===== src/rtl/som_sched_pkg.sv =====
// som_sched_pkg: shared types and constants for the SOM training scheduler.
// Latency: n/a (declarations only).
// Backpressure: n/a.
// Contents: FSM state enum, epoch-shuffle LFSR seed/taps, schedule output widths.
package som_sched_pkg;

  typedef enum logic [2:0] {
    ST_IDLE   = 3'd0,
    ST_FETCH  = 3'd1,
    ST_LATCH  = 3'd2,
    ST_SEARCH = 3'd3,
    ST_UPDATE = 3'd4,
    ST_NEXT   = 3'd5,
    ST_DONE   = 3'd6
  } state_t;

  localparam int RADIUS_W = 3;
  localparam int LRS_W    = 3;
  localparam int EPOCH_W  = 4;
  localparam int CNT_W    = 4;

  // 16-bit Fibonacci LFSR, taps 16,14,13,11 (bit positions 15,13,12,10).
  localparam int          LFSR_W    = 16;
  localparam logic [15:0] LFSR_SEED = 16'hACE1;
  localparam logic [15:0] LFSR_TAPS = 16'hB400;

endpackage


===== src/rtl/som_epoch_lfsr.sv =====
// som_epoch_lfsr: per-epoch address-shuffle mask generator (used only with SOM_SHUFFLE_EN).
// Latency: mask changes the cycle after seed_load or step.
// Backpressure: none; advances only when step is asserted.
// Ports: clk, rst (async active-low), seed_load, step -> mask[OUT_W-1:0] (low bits of LFSR).
module som_epoch_lfsr
  import som_sched_pkg::*;
#(
  parameter int OUT_W = 16
) (
  input  logic             clk,
  input  logic             rst,
  input  logic             seed_load,
  input  logic             step,
  output logic [OUT_W-1:0] mask
);

  logic [LFSR_W-1:0] lfsr;

  always_ff @(posedge clk or negedge rst) begin
    if (!rst) begin
      lfsr <= LFSR_SEED;
    end else if (seed_load) begin
      lfsr <= LFSR_SEED;
    end else if (step) begin
      lfsr <= {lfsr[LFSR_W-2:0], ^(lfsr & LFSR_TAPS)};
    end
  end

  // NUM_PIX is a power of two, so masking with NUM_PIX-1 is just the low bits.
  assign mask = lfsr[OUT_W-1:0];

endmodule


===== src/rtl/som_train_scheduler.sv =====
// som_train_scheduler: sequences SOM training (fetch pixel, latch, winner search, update) over epochs.
// Latency: start -> FETCH next cycle; 4+CMP_LAT cycles per pixel without stall.
// Backpressure: stall holds the FSM in FETCH (ram_if_oe low); stall is ignored elsewhere.
// Ports: clk, rst (async active-low), start, stall -> ram_if_oe, ram_if_a, pix_latch, upd_en,
//        radius, lr_shift, epoch, busy, done.
// Optional: define SOM_SHUFFLE_EN to XOR the read address with a per-epoch LFSR mask.
module som_train_scheduler
  import som_sched_pkg::*;
#(
  parameter int ADDR_W        = 18,
  parameter int NUM_PIX       = 16384,
  parameter int EPOCHS        = 8,
  parameter int CMP_LAT       = 2,
  parameter int RADIUS_INIT   = 3,
  parameter int LR_SHIFT_INIT = 1
) (
  input  logic                clk,
  input  logic                rst,
  input  logic                start,
  input  logic                stall,
  output logic                ram_if_oe,
  output logic [ADDR_W-1:0]   ram_if_a,
  output logic                pix_latch,
  output logic                upd_en,
  output logic [RADIUS_W-1:0] radius,
  output logic [LRS_W-1:0]    lr_shift,
  output logic [EPOCH_W-1:0]  epoch,
  output logic                busy,
  output logic                done
);

  localparam int                 PIX_W      = (NUM_PIX > 1) ? $clog2(NUM_PIX) : 1;
  localparam logic [PIX_W-1:0]   PIX_LAST   = PIX_W'(NUM_PIX - 1);
  localparam logic [EPOCH_W-1:0] EPOCH_LAST = EPOCH_W'(EPOCHS - 1);
  localparam logic [CNT_W-1:0]   CNT_LAST   = CNT_W'(CMP_LAT - 1);

  state_t             state_q;
  state_t             state_d;
  logic [PIX_W-1:0]   pix_idx;
  logic [CNT_W-1:0]   cnt;
  logic               start_ok;
  logic               last_pix;
  logic               last_epoch;
  logic               search_end;

  assign start_ok   = start && ((state_q == ST_IDLE) || (state_q == ST_DONE));
  assign last_pix   = (pix_idx == PIX_LAST);
  assign last_epoch = (epoch == EPOCH_LAST);
  assign search_end = (cnt == CNT_LAST);

  // State register
  always_ff @(posedge clk or negedge rst) begin
    if (!rst) begin
      state_q <= ST_IDLE;
    end else begin
      state_q <= state_d;
    end
  end

  // Next-state logic
  always_comb begin
    state_d = state_q;
    case (state_q)
      ST_IDLE, ST_DONE: if (start) state_d = ST_FETCH;
      ST_FETCH:         if (!stall) state_d = ST_LATCH;
      ST_LATCH:         state_d = ST_SEARCH;
      ST_SEARCH:        if (search_end) state_d = ST_UPDATE;
      ST_UPDATE:        state_d = ST_NEXT;
      ST_NEXT:          state_d = (last_pix && last_epoch) ? ST_DONE : ST_FETCH;
      default:          state_d = ST_IDLE;
    endcase
  end

  // Outputs decoded from the state register; ram_if_oe also honours stall.
  always_comb begin
    ram_if_oe = (state_q == ST_FETCH) && !stall;
    pix_latch = (state_q == ST_LATCH);
    upd_en    = (state_q == ST_UPDATE);
    busy      = (state_q != ST_IDLE) && (state_q != ST_DONE);
    done      = (state_q == ST_DONE);
  end

  // Pixel, epoch and search counters. On the final pixel of the final epoch the
  // counters hold, so DONE keeps showing the last address/epoch until restart.
  always_ff @(posedge clk or negedge rst) begin
    if (!rst) begin
      pix_idx <= '0;
      epoch   <= '0;
      cnt     <= '0;
    end else if (start_ok) begin
      pix_idx <= '0;
      epoch   <= '0;
      cnt     <= '0;
    end else begin
      case (state_q)
        ST_LATCH:  cnt <= '0;
        ST_SEARCH: cnt <= cnt + 1'b1;
        ST_NEXT: begin
          if (!last_pix) begin
            pix_idx <= pix_idx + 1'b1;
          end else if (!last_epoch) begin
            pix_idx <= '0;
            epoch   <= epoch + 1'b1;
          end
        end
        default: ;
      endcase
    end
  end

  // Saturating decay schedule, derived purely from the epoch register.
  always_comb begin
    if (int'(epoch) >= RADIUS_INIT) begin
      radius = '0;
    end else begin
      radius = RADIUS_W'(RADIUS_INIT - int'(epoch));
    end
    if (LR_SHIFT_INIT + int'(epoch) >= 7) begin
      lr_shift = 3'd7;
    end else begin
      lr_shift = LRS_W'(LR_SHIFT_INIT + int'(epoch));
    end
  end

`ifdef SOM_SHUFFLE_EN
  logic [PIX_W-1:0] mask;
  logic             lfsr_step;

  // Step once per epoch wrap; XOR with a fixed mask is a bijection, so every
  // pixel is still visited exactly once per epoch.
  assign lfsr_step = (state_q == ST_NEXT) && last_pix && !last_epoch;

  som_epoch_lfsr #(
    .OUT_W(PIX_W)
  ) u_lfsr (
    .clk       (clk),
    .rst       (rst),
    .seed_load (start_ok),
    .step      (lfsr_step),
    .mask      (mask)
  );

  assign ram_if_a = ADDR_W'(pix_idx ^ mask);
`else
  assign ram_if_a = ADDR_W'(pix_idx);
`endif

endmodule


===== config.mk =====
export PLATFORM = sky130hd
export DESIGN_NAME = som_train_scheduler
export DESIGN_NICKNAME = d
export VERILOG_FILES = /design/src/rtl/som_sched_pkg.sv /design/src/rtl/som_epoch_lfsr.sv /design/src/rtl/som_train_scheduler.sv
export SDC_FILE = /design/constraint.sdc
export NUM_CORES = 1
export LEC_CHECK = 0
export ABC_CLOCK_PERIOD_IN_PS = 4300
export CAP_MARGIN = 20
export CORE_MARGIN = 3
export CORE_UTILIZATION = 55
export CTS_CLUSTER_DIAMETER = 80
export DETAILED_ROUTE_END_ITERATION = 16
export PLACE_DENSITY = 0.86
export REMOVE_ABC_BUFFERS = 1
export SLEW_MARGIN = 20
export SYNTH_ARGS = -nofsm -noshare
export SYNTH_HDL_FRONTEND = slang
export SYNTH_SLANG_ARGS = --single-unit

===== constraint.sdc =====
create_clock -name clk -period 4.3 [get_ports clk]
set_input_delay 0.86 -clock clk [delete_from_list [all_inputs] [get_ports clk]]
set_output_delay 0.86 -clock clk [all_outputs]
set_load 0.01 [all_outputs]

==> flow_summary.json <==
{
  "cellPowerDensity_mw_per_mm2": 399,
  "finalSetupTns_ns": 0,
  "grt_pass1_vias": 1464,
  "dp_hpwl_um": 2800,
  "ys_types": 57,
  "syn_avg_cell_area_um2": 9.33,
  "status": "finished clean",
  "die_y_um": 62.6,
  "crit_slowest_cell": "dfrtp_1",
  "worst_setup_path_start_kind": "flip-flop",
  "crit_chain": "ha_1 > nor4bb_1 > o21ai_0 > o21ai_0 > nand2_1 > clkdlybuf4s50_1",
  "seq_area_frac_synth_pct": 35.5,
  "ant_nets": 0,
  "end_kind": "output pin",
  "core_mm2": 0.00290,
  "timing.fmax_mhz": 321,
  "grt_max_degree": 26,
  "synthTopCellsByArea": "dfrtp_1 35%, nor2_1 3.6%, ha_1 3.5%",
  "vdd_drop_max_uv": 301,
  "synthArstFlopShare_pct": 100,
  "worst-setup-path-type": "reg -> out",
  "vias": 1508,
  "path_common_cell": "o21ai_0",
  "hold-worst-slack_ns": 0.504,
  "cts_root_buf": "clkbuf_4",
  "num_antenna_cells": 0,
  "cp-startpoint": "epoch[0]",
  "cts_max_level": 1,
  "synth_edf_count": 0,
  "cp_max_fo": 9,
  "drcViolationCount": 0,
  "cts_resized": 0,
  "areaGrowthSynthToFinish_pct": 17.1,
  "slew_headroom_pct": 51.9,
  "synth_top_area_cell": "dfrtp_1",
  "numCtsBuffers": 3,
  "finalSetupViolCount": 0,
  "numClockSinks": 25,
  "via_per_inst": 5.89,
  "total_power_uw": 824,
  "skew_ns": 0.0104,
  "cp.required_ns": 3.44,
  "gp_congestion": 0.910,
  "ys_ff_latch": 25,
  "drt_iter0_markers": 122,
  "critical-path-top-delay-family": "flip-flops",
  "die_w_um": 62.6,
  "fin_crit_ns": 3.12,
  "final_nets": 224,
  "fin_crit_sh_pct": 72.5,
  "wl_per_cell_um": 14.7,
  "worstSkewPairLatency_ns": 0.32,
  "portBuffers": 31,
  "synthTopCellsByCount": "25 x dfrtp_1, 17 x nor2_1, 12 x nand2_1",
  "post-cts-setup-buffers": 0,
  "grt_pass1_wl_um": 6500,
  "initial_core_util_pct": 60.8,
  "grt_overflow": 0,
  "syn_area_mm2": 0.00176,
  "pin_count": 37,
  "layout-drive-gt1-share_pct": 8.88,
  "drt-total-wl_um": 3780,
  "cts_hold_buffers": 0,
  "cts_tree": "built",
  "slowest_delay_ns": 0.49,
  "yosysMostFrequentCell": "dfrtp_1",
  "antenna_found_initial": 0,
  "cp.arrival_ns": 2.26,
  "maxSlewViolCount": 0,
  "synth_top_area_share_pct": 35.5,
  "tightest_slew_ns": 0.713,
  "std_cell_rows": 19,
  "p_leak_uw": 0.000867,
  "grt_util_all_layers_pct": 20.0,
  "crit_buf_inv": 1,
  "hold_path.class": "in -> async",
  "synth_ff_type": "dfrtp_1",
  "maxCapViolations": 0,
  "yosys_warnings": 0,
  "dieArea_mm2": 0.00392,
  "hold_viol": 0,
  "rsz0062_at_grt": "false",
  "path_clk_slew_ns": 0.14,
  "synthCells": 189,
  "first_pass_iters": 4,
  "r2r_start": "epoch[0]",
  "cts_buffer_depth": 2
}
layer usage:
metal  global-route usage (%)  vias up  wire length (µm)
li1                         -      735                 -
met1                     26.5      716              1750
met2                     34.2       51              1830
met3                     2.52        6               150
met4                     5.51        0                44
met5                        0        -                 0
final timing paths:
kind / depth (start not counted) / end / slack [ns]
setup / recovery: 6 / lr_shift[0] / 1.18
hold / removal: 1 / pix_idx[5] / 0.50
setup reg to reg: 6 / pix_idx[11] / 2.17
hold reg to reg: 1 / pix_idx[0] / 0.56
max in group asynchronous: 1 / state_q[0] / 3.41
min in group clk: 1 / pix_idx[0] / 0.56
cells by family (layout without fill, tap and decap cells):
logic type / count (synthesis) / count (layout) / synth area share, %
other: 1 / 5 / 0.213
buffers and inverters: 21 / 42 / 7.09
XOR/XNOR: 9 / 9 / 5.53
AND/OR/NAND/NOR: 80 / 80 / 27.2
AO/OA/AOI/OAI: 48 / 48 / 20.9
flip-flops: 25 / 25 / 35.5
adder cells (fa/ha/maj): 5 / 5 / 3.55
registers in the layout, indices dropped and copies added, names as in the netlist:
name / count
state_q: 3
pix_idx: 14
cnt: 4
epoch: 4
layout make-up:
type,count,area (µm²)
clock buffers,3,22.5
well taps,42,52.6
multi-input cells,147,1030
repair buffers,31,305
flip-flops and latches,25,626
fillers,230,835
inverters,7,26.3
clock inverters,1,5.00
per-stage QoR:
stage / util (%) / setup WS, ns / instances / cell area [µm²]
after floorplan: - / 2.14 / 179 / 1680
after global placement: 70.4 / 1.50 / 252 / 2040
after detailed placement: 70.4 / 1.47 / 252 / 2040
after CTS: 71.4 / 1.20 / 256 / 2070
after global routing: 71.2 / 1.04 / 256 / 2070
final: 71.2 / 1.18 / 256 / 2070
placed cells by master, fill, tap and decap left out, types with 4 or more instances in the layout:
master,synthesis,routed
clkdlybuf4s50_1,0,30
dfrtp_1,25,25
nor2_1,17,17
nand2_1,12,12
a21oi_1,10,10
nand3_1,9,9
o21ai_0,9,9
inv_1,7,7
xor2_1,6,6
and3_1,6,6
nor3_1,5,5
ha_1,5,5
conb_1,1,5
and2_1,4,4
o31ai_1,4,4
where the power goes:
part / internal, µW / switching, µW / total (µW)
logic: 159 / 226 / 385
registers: 268 / 65.7 / 333
clock network: 34.8 / 71.6 / 106
total: 461 / 363 / 824
(Power assumes the default switching activity.)
